--- config.mk ---
export PLATFORM = sky130hd
export DESIGN_NAME = data_memory
export DESIGN_NICKNAME = d
export VERILOG_FILES = /design/src/rtl/data_memory.sv
export SDC_FILE = /design/constraint.sdc
export NUM_CORES = 2
export LEC_CHECK = 0
export CAP_MARGIN = 0
export CORE_AREA = 2 2 370 372
export DETAILED_ROUTE_END_ITERATION = 16
export DIE_AREA = 0 0 372 374
export PLACE_DENSITY_LB_ADDON = 0.3
export SYNTH_ARGS = -nofsm -noshare
export SYNTH_HDL_FRONTEND = slang
export SYNTH_SLANG_ARGS = --single-unit
--- constraint.sdc ---
create_clock -name clk -period 7.5 [get_ports clk]
set_input_delay 0.75 -clock clk [delete_from_list [all_inputs] [get_ports clk]]
set_output_delay 0.75 -clock clk [all_outputs]
set_load 0.05 [all_outputs]
--- src/rtl/data_memory.sv ---
// Word-organised data memory with a 1-cycle registered read port.
// It also has a byte-stream program loader that packs little-endian bytes into words.
module data_memory #(
    parameter int DEPTH  = 128,
    parameter int ADDR_W = 8
) (
    input  logic              clk,
    input  logic              rst,
    input  logic              req_valid,
    output logic              req_ready,
    input  logic [ADDR_W-1:0] addr,
    input  logic              we,
    input  logic [15:0]       wdata,
    output logic [15:0]       rdata,
    output logic              rvalid,
    input  logic              ld_start,
    input  logic              ld_valid,
    input  logic [7:0]        ld_byte,
    input  logic              ld_end,
    output logic              ld_done,
    output logic [1:0]        state
);

    localparam int IDX_W  = ADDR_W - 1;
    localparam int MEM_AW = (DEPTH > 1) ? $clog2(DEPTH) : 1;
    localparam logic [IDX_W:0] DEPTH_L = (IDX_W + 1)'(DEPTH);

    // state encoding on the debug port: IDLE=0, READ=1, LOAD=2
    typedef enum logic [1:0] {
        IDLE = 2'd0,
        READ = 2'd1,
        LOAD = 2'd2
    } state_t;

    state_t            cur_state;
    logic [15:0]       mem [DEPTH];
    logic [ADDR_W-1:0] ptr;
    logic [7:0]        hold;

    logic [IDX_W-1:0]  req_idx;
    logic              hs;
    logic              ld_consume;
    logic              ld_exit;
    logic [ADDR_W-1:0] ptr_nxt;
    logic [7:0]        hold_nxt;
    logic              mem_we;
    logic [IDX_W-1:0]  widx;
    logic [15:0]       wd;
    logic              unused;

    assign unused     = addr[0];
    assign state      = cur_state;
    assign req_ready  = (cur_state == IDLE) && !ld_start;
    assign req_idx    = addr[ADDR_W-1:1];
    assign hs         = req_valid && req_ready;
    assign ld_consume = (cur_state == LOAD) && ld_valid;
    assign ptr_nxt    = ld_consume ? ptr + 1'b1 : ptr;
    assign hold_nxt   = (ld_consume && !ptr[0]) ? ld_byte : hold;
    assign ld_exit    = (cur_state == LOAD) && (ld_end || (ld_consume && (&ptr)));

    function automatic logic in_range(input logic [IDX_W-1:0] idx);
        return {1'b0, idx} < DEPTH_L;
    endfunction

    // Single write port shared by requester writes, loader word writes and the
    // final flush of a dangling low byte; these never coincide.
    always_comb begin
        mem_we = 1'b0;
        widx   = '0;
        wd     = '0;
        if (hs && we) begin
            mem_we = 1'b1;
            widx   = req_idx;
            wd     = wdata;
        end else if (ld_consume && ptr[0]) begin
            mem_we = 1'b1;
            widx   = ptr[ADDR_W-1:1];
            wd     = {ld_byte, hold};
        end else if (ld_exit && ptr_nxt[0]) begin
            mem_we = 1'b1;
            widx   = ptr_nxt[ADDR_W-1:1];
            wd     = {8'h00, hold_nxt};
        end
        mem_we = mem_we && !rst && in_range(widx);
    end

    always_ff @(posedge clk) begin
        if (mem_we) begin
            mem[widx[MEM_AW-1:0]] <= wd;
        end
    end

    always_ff @(posedge clk) begin
        if (rst) begin
            cur_state <= IDLE;
            rdata     <= 16'h0000;
            rvalid    <= 1'b0;
            ld_done   <= 1'b0;
            ptr       <= '0;
            hold      <= 8'h00;
        end else begin
            rvalid  <= 1'b0;
            ld_done <= 1'b0;
            case (cur_state)
                IDLE: begin
                    if (ld_start) begin
                        cur_state <= LOAD;
                        ptr       <= '0;
                        hold      <= 8'h00;
                    end else if (hs && !we) begin
                        rdata     <= in_range(req_idx) ? mem[req_idx[MEM_AW-1:0]] : 16'h0000;
                        rvalid    <= 1'b1;
                        cur_state <= READ;
                    end
                end
                READ: cur_state <= IDLE;
                LOAD: begin
                    ptr  <= ptr_nxt;
                    hold <= hold_nxt;
                    if (ld_exit) begin
                        cur_state <= IDLE;
                        ld_done   <= 1'b1;
                    end
                end
                default: cur_state <= IDLE;
            endcase
        end
    end

endmodule

## After elaboration in Yosys (flattened, before gate mapping)

Memory sizes are Yosys's and may differ from the RTL's. A register that Yosys moved wholly into a read port is not among the register bits.
Index checks and enable logic that the tools add are counted.

| operators by class | value |
|---|---|
| add/sub/neg operators | 1 |
| equality and inequality tests | 4 |
| muxes and demuxes | 22 |
| bitwise operators | 3 |
| reductions and logical operators | 24 |

Operator list:

| operator | number |
|---|---|
| 2-to-1 mux 16 bit | 2 |
| 2-to-1 mux 8 bit | 4 |
| one-hot mux 8 bit (2 select lines) | 2 |
| 2-to-1 mux 7 bit | 3 |
| logical AND 1 bit | 11 |
| adder 8 x 1 -> 8 bit (second input constant) | 1 |
| AND reduction 8 bit | 1 |
| 2-to-1 mux 1 bit | 7 |
| 2-to-1 mux 2 bit | 3 |
| logical NOT 1 bit | 4 |
| != test 2 bit (second input constant) | 2 |
| one-hot mux 2 bit (2 select lines) | 1 |
| AND reduction 2 bit | 2 |
| != test 3 x 2 -> 1 bit (second input constant) | 1 |
| NOT 1 bit | 3 |
| AND reduction 3 bit | 1 |
| OR reduction 3 bit | 1 |
| equality test 2 bit (second input constant) | 1 |
| logical NOT 2 bit | 1 |
| nonzero test 2 bit | 1 |
| OR reduction 2 bit | 1 |
| logical OR 1 bit | 1 |

| word-level totals | value |
|---|---|
| flip-flop bits (word level) | 20 |
| bits in writable memories | 2048 |
| bits of input ports | 39 |
| output and inout bits | 21 |
| memories | 1 |

Memories:

| name | depth | bits a word | rd ports | clocked after Yosys merged registers in | write ports | line | text |
|---|---|---|---|---|---|---|---|
| mem | 128 | 16 | 1 | 1 | 1 | 36 | `logic [15:0] mem [DEPTH];` |

## Logic depth before layout (Yosys ltp)

| logic depth | value |
|---|---|
| depth after elaboration | 12 |
| depth in mapped cells | 11 |
| gate-level depth less buffers | 9 |

## Least setup slack after synthesis

OpenSTA, ideal clock, no wires.

| timing path | value |
|---|---|
| path type | flip-flop to flip-flop |
| start | register cur_state[1], in the netlist state[1] |
| end | memory mem[0][0] (data pin) |
| arrival time | 5.666 ns |
| data required time | 6.702 ns |
| slack | 1.036 ns |
| cell stages (with the launch flop) | 10 |
| buffers on the path | 1 |
| period minus slack after synthesis | 6.464 ns |
| cell sequence | dfxtp_1 -> buf_2 -> nand3b_1 -> inv_1 -> ha_1 -> nor3b_2 -> nand2_1 -> nor3b_1 -> a221oi_1 -> nor2_1 |

| between the ends | value |
|---|---|
| cells in the longest elaborated chain, start to end | 9 |
| elaborated cells on any way between the ends | 17 |

RTL lines:

| item | line | text |
|---|---|---|
| start: declaration | 35 | `state_t cur_state;` |
| start signal: assignment | 95 | `cur_state <= IDLE;` |
| start signal: assignment | 107 | `cur_state <= LOAD;` |
| start signal: assignment | 113 | `cur_state <= READ;` |
| equality test 2 bit | 56, 59 |  |
| logical AND 1 bit | 56 | `assign ld_consume = (cur_state == LOAD) && ld_valid;` |
| logical AND 1 bit | 59 | `assign ld_exit = (cur_state == LOAD) && (ld_end \|\| (ld_consume && (&ptr)));` |
| logical OR 1 bit | 59 |  |
| logical AND 1 bit | 59 |  |
| logical AND 1 bit | 79 | `end else if (ld_exit && ptr_nxt[0]) begin` |
| 2-to-1 mux 8 bit | 79 |  |
| 2-to-1 mux 16 bit | 75 | `end else if (ld_consume && ptr[0]) begin` |
| 2-to-1 mux 16 bit * | 71 | `if (hs && we) begin` |
| named net wd[0] | 48 | `logic [15:0] wd;` |
| end: declaration | 36 |  |

The timed path passes the listed nets; every way through them passes the cells marked *.

## Worst setup path after layout

| timing path | value |
|---|---|
| start | register cur_state[0], in the netlist state[0] |
| end | memory mem[87][14] (enable) |

| between the ends | value |
|---|---|
| cells in the longest elaborated chain, start to end | 12 |
| elaborated cells on any way between the ends | 21 |

RTL lines:

| item | line | text |
|---|---|---|
| equality test 2 bit | 56, 59 |  |
| logical AND 1 bit | 56 |  |
| logical AND 1 bit | 59 |  |
| logical OR 1 bit | 59 |  |
| logical AND 1 bit | 59 |  |
| logical AND 1 bit | 79 |  |
| 2-to-1 mux 1 bit | 79 |  |
| 2-to-1 mux 1 bit | 75 |  |
| 2-to-1 mux 1 bit | 71 |  |
| logical AND 1 bit | 84 | `mem_we = mem_we && !rst && in_range(widx);` |
| 2-to-1 mux 1 bit | 88 | `if (mem_we) begin` |
| 2-to-1 mux 1 bit (implied by the code) | 89 | `mem[widx[MEM_AW-1:0]] <= wd;` |

Several ways; a longest one is shown, not always the timed one.

==> impl_metrics.yaml <==
yosys:
  synth_edf_count: 2048
  ys_ff_latch: 2084
  synth.net_count: 3832
  ys_types: 76
  syn_area_um2: 80600
  synth_cells: 3790
  synth_top_area_cell: "edfxtp_1"
  async_reset_ff_share_pct: 0
  yosysWarnings: 0
  syn_avg_cell_area_um2: 21.3
  synth_area_leaders: "edfxtp_1, mux4_2, mux2i_1"
  synth_top_area_share_pct: 76.3
  ys.flop_type: "edfxtp_1"
  seq_area_frac_synth_pct: 77.2
global_routing:
  grt_pass1_wl_mm: 273
  grt_usage_pct: 27.3
  overflow: 0
  first_global_vias: 39600
  grt_max_degree: 132
  antenna_found_initial: 5
clock_tree:
  holdBufCountCts: 0
  cts.sinks: 2084
  clkTransAtPathRegs_ns: 0.07
  cts_buffers: 193
  h-tree-depth: 4
  postCtsSetupBuffers: 0
  clock_latency_ns: 0.82
  cts_tree: "done"
  ctsResizeCount: 0
  cts_root_buffer: "clkbuf_16"
  clk_path_buf_depth: 3
pwr:
  p_leak_nw: 26.7
  ir_drop_v: 0.000263
  power.total_w: 0.0234
  powerDensity_nw_per_um2: 259
route:
  routed_wl_mm: 188
  drtIter0Drc: 5939
  drtAntennaViolNets: 0
  first_pass_iters: 6
  drt-wirelength-per-cell_um: 31.6
  route.detailed.drc: 0
  viasPerCell: 6.67
  vias: 39800
timing:
  setup_violations: 0
  final-hold-violation-count: 0
  relSlewSlack_pct: 7.81
  fin_ws_ns: 1.96
  fin_setup_tns_ns: 0
  fin_crit_ns: 5.54
  tightest_slew_ns: 1.38
  rsz0062_at_grt: "no"
  finalCritPeriodShare_pct: 73.8
  drv_slew: 0
  max_freq_mhz: 181
  skew_ns: 0.0258
cells_and_area:
  nets: 4053
  syn2layout_area_growth_pct: 12.1
  drive_gt1_share_pct: 23.3
  final_util_pct: 66.9
  stdcell_area_um2: 90300
place:
  place_area_um2: 84100
  place.gp.congestion: 0.906
  place_ws_ns: 1.60
  hpwl_mm: 106
  port_buffers: 58
worst_setup_path:
  reg2regPathDepth: 10
  cp-end-kind: "flip-flop"
  path_class: "flip-flop to flip-flop"
  reg2reg_from: "state[0]"
  start_kind: "flip-flop"
  critPathMaxFanout: 21
  rrSetupSlack_ns: 1.96
  startpoint: "state[0]"
  worstReg2RegEnd: "mem[87][14]"
  critPathArrivalTime_ns: 6.04
  required_ns: 8.01
min_path:
  hold_path_startpoint: "hold[2]"
  hold_path_end: "hold[2]"
  hold_depth: 1
  hp-class: "flip-flop to flip-flop"
status:
  outcome: "finished clean"
flow_run:
  maxCapViolCount: 0
floorplan:
  rows: 135
  die_area_um2: 139000
  start_util_pct: 59.7
  core-area_um2: 135000
  die_h_um: 374
  io_pins: 60
  die_w_um: 372
kinds of logic (layout without fill, tap and decap cells):
logic type / Yosys count / after routing / share of synthesized area [%]
DFF: 2084 / 2084 / 77.2
muxes: 643 / 643 / 14.7
and+or+nand+nor: 423 / 423 / 2.85
AOI/OAI and AO/OA: 405 / 405 / 3.81
buffers and inverters: 232 / 615 / 1.43
adders and majority gates: 3 / 3 / 0.0466
other: 0 / 4 / 0
report_power, final:
part / switching (W) / internal (W) / leakage [nW]
clock: 0.00411 / 0.00559 / 3.06
sequential: 0.0000120 / 0.0127 / 17.1
combinational: 0.000624 / 0.000340 / 6.58
critical path: stages, from the launching register on:
cell and delay (ns):
dfxtp_1 0.79, nand3b_1 0.26, inv_1 0.09, ha_1 0.33
nor3b_2 0.48, nand4_1 0.29, a2111oi_2 0.44, or3_1 0.30
nand4_2 0.94, nor2_1 0.96, buf_4 0.34
final cells by class:
class,count,area (µm²)
sequential,2084,62200
fill,8228,44600
multi-input combinational,1474,17400
clock buffer,243,5220
tap,1781,2230
timing repair buffer,248,2160
clock inverter,114,1040
inverter,10,37.5
antenna,4,10.0
cell usage after synthesis, drive strengths merged, types with 3 or more instances:
cell	count
a211oi	12
or3	8
or4	3
clkbuf	104
and4	3
a2111oi	19
nor2b	6
o22ai	67
nor2	187
a31oi	5
inv	10
nor3	28
buf	118
a221oi	71
and2	5
mux4	429
o211ai	14
ha	3
nand3	68
a211o	6
edfxtp	2048
dfxtp	36
or3b	3
mux2	3
nor3b	4
o2111ai	3
nand2	52
mux2i	211
a21boi	4
o21ai	40
a22oi	83
a22o	41
nor4	12
and3	3
a21oi	29
nand4	21
nand3b	5
and4b	6
sequential cells by signal, indices dropped and copies added, names as in the netlist:
register / flops
rvalid: 1
ptr: 8
mem: 2048
rdata: 16
hold: 8
ld_done: 1
state: 2
through the flow:
stage / std cells / hold WS [ns]
after detailed placement: 5597 / 0.457
after floorplan: 3790 / 0.443
final: 5958 / 0.486
after global routing: 5954 / 0.499
after global placement: 5597 / 0.457
after CTS: 5954 / 0.480
cell usage in the layout (no fill, tap or decap), drive strengths merged, types with 19 or more instances in the layout:
| cell type | instances |
|---|---|
| a21oi | 29 |
| mux4 | 429 |
| o21ai | 40 |
| clkbuf | 243 |
| buf | 194 |
| clkinv | 86 |
| nor2 | 187 |
| nor3 | 28 |
| edfxtp | 2048 |
| nand2 | 52 |
| nand4 | 21 |
| dfxtp | 36 |
| a22oi | 83 |
| nand3 | 68 |
| a22o | 41 |
| bufinv | 20 |
| o22ai | 67 |
| a221oi | 71 |
| a2111oi | 19 |
| mux2i | 211 |
| clkdlybuf4s50 | 54 |
how the worst max path moves through the flow:
stage | end | slack (ns) | cells after the start
after floorplan | mem[0][0] | 1.04 | 9
after global placement | mem[55][2] | 1.71 | 10
after detailed placement | mem[55][2] | 1.60 | 10
after CTS | mem[55][0] | 2.16 | 9
after global routing | mem[54][10] | 1.67 | 9
final | mem[87][14] | 1.96 | 10
layer usage:
layer | global-route usage (%) | routed length, µm | up-vias
met5 | 0 | 0 | -
met4 | 9.57 | 6520 | 0
met3 | 4.90 | 17500 | 325
met2 | 42.6 | 91700 | 2149
met1 | 39.5 | 72300 | 20800
li1 | - | - | 16500
No activity file was read; power rests on OpenSTA's default activity.
==> edit (same settings) <==
Change the parameter `DEPTH` from 128 to 64.
--- a/src/rtl/data_memory.sv
+++ b/src/rtl/data_memory.sv
@@ -3,3 +3,3 @@
 module data_memory #(
-    parameter int DEPTH  = 128,
+    parameter int DEPTH  = 64,
     parameter int ADDR_W = 8
Check against the original RTL: not settled (the Yosys comparison gave no result); the edit may change what the design does.
==> edit against the original RTL <==
Area after synthesis fell by 49%. Sequential cell count fell by 1024. Critical path type unchanged. Worst setup slack improved by 590 ps. Wire length fell by 45%. Total power fell by 48%. Fmax rose by 12%. Design area fell by 47%. Sequential power fell by 49%.
==> edit: results (changes against the original RTL) <==
status: "completed"
firstDrtPassIters: 7  # +1
antenna_found_initial: 1  # -4
htreeDepth: 3  # -1
worstMarginPinSlew_ps: 1261  # -118.2 ps
fin_skew_ps: 43.07  # +17.25 ps
wire_per_inst_um: 26.04  # -17%
synthArstFlopShare: 0  # unchanged
synthTopCellsByCount: "edfxtp_1, mux4_2, nor2_1, nand2_1, clkbuf_1"
clock_tree.root_cell: "clkbuf_16"
cp.arrival_ps: 5220  # -820 ps
ys_top_cells_by_area: "edfxtp_1, mux4_2, dfxtp_1"
max-clock-path-buffers: 3  # unchanged
setup_viol: 0  # unchanged
synth.distinct_cells: 61  # -20%
grt_pass1_wl_um: 149500  # -45%
synth-edff-count: 1024  # -50%
post_cts_resized: 0  # unchanged
critical-path-slowest-cell: "nor2_2"
synth-warning-count: 0  # unchanged
clkTransAtPathRegs_ps: 60
crit_path_max_incr_delay_ps: 1030  # +70 ps
post-cts-setup-buffers: 0  # unchanged
place_area_um2: 44440  # -47%
irDropWorstVdd_v: 0.0002245  # -15%
fin_cells: 3980  # -33%
grt_max_degree: 79  # -40%
intPower_mw: 9.640  # -48%
finalNetCount: 2149  # -47%
synthCells: 1957  # -48%
vias_per_cell: 5.112  # -23%
gp_congestion: 0.8176  # -9.7%
drive_gt1_frac: 0.2592  # +0.02604
ys_seq_area_frac: 0.7630  # -0.009149
sequentialPowerShare: 0.531  # -0.013
dp_cells: 3777  # -33%
p_seq_mw: 6.46  # -49%
dp_slack_ps: 2063  # +466.3 ps
dp_hpwl_um: 61350  # -42%
yosys_most_used_dff: "edfxtp_1"
portBuffers: 58  # unchanged
fillers: 12393  # +51%
num_antenna_cells: 0  # -4
hold_class: "reg2reg"
p_leak_nw: 15.77  # -41%
drt_iter0_drc: 2015  # -66%
power_frac_comb: 0.041  # about the same
grt_pass1_vias: 20948  # -47%
grtUsageTotal: 0.1485  # -0.1246
largest_reg_flops: 1024  # -50%
numCtsBuffers: 109  # -44%
clk-insertion-delay-late_ps: 700  # -120 ps
crit_fanout: 20  # -4.8%
## edit: cell types whose count changed in the layout (fill, tap and decap cells not counted), sizes merged, moves of 33 or more
cell,unedited run,this run
a22oi,83,28
o22ai,67,9
nor2,187,95
edfxtp,2048,1024
buf,194,97
a22o,41,7
mux2i,211,36
clkinv,86,53
clkbuf,243,136
a221oi,71,33
mux4,429,270
## edit: layout make-up
| cell class | instances | area [µm²] | area share |
|---|---|---|---|
| tap | 1781 | 2228 | 0.04656 |
| clock inverter | 67 | 533.0 | 0.01114 |
| clock buffer | 136 | 2893 | 0.06044 |
| inverter | 7 | 26.28 | 0.0005490 |
| sequential | 1060 | 31470 | 0.6575 |
| multi-input combinational | 778 | 9402 | 0.1964 |
| timing repair buffer | 151 | 1310 | 0.02737 |
## edit: cell families (layout without fill, tap and decap cells)
logic type	Yosys count	count (layout)	share of synthesized area
fa+ha+maj	3	3	0.0009102
flops	1060	1060	0.7630
compound gates	174	174	0.03188
xor+xnor	5	5	0.001062
simple gates	286	286	0.03325
buf+inv	119	361	0.01259
mux	310	310	0.1573
## edit: worst paths after layout
check               endpoint  cells past startpoint  slack [ps]      from
setup / recovery  mem[16][6]                      9        2550  state[1]
setup reg to reg  mem[16][6]                      9        2550  state[1]
hold / removal       hold[6]                      1         470   hold[6]
hold reg to reg      hold[6]                      1         470   hold[6]
## edit: per-layer routing
| layer | part of all wire | track usage |
|---|---|---|
| met3 | 0.071 | 0.02969 |
| met1 | 0.43 | 0.2093 |
| met4 | 0.034 | 0.05440 |
| met2 | 0.46 | 0.2273 |
| met5 | 0.00013 | 0 |
## edit: worst max-delay path, delay by kind of cell (launching register included)
family,cells,cell delay [ps]
AO/OA/AOI/OAI,2,890
AND/OR/NAND/NOR,4,1860
adder cells (fa/ha/maj),1,580
buffers and inverters,2,410
flip-flops,1,750
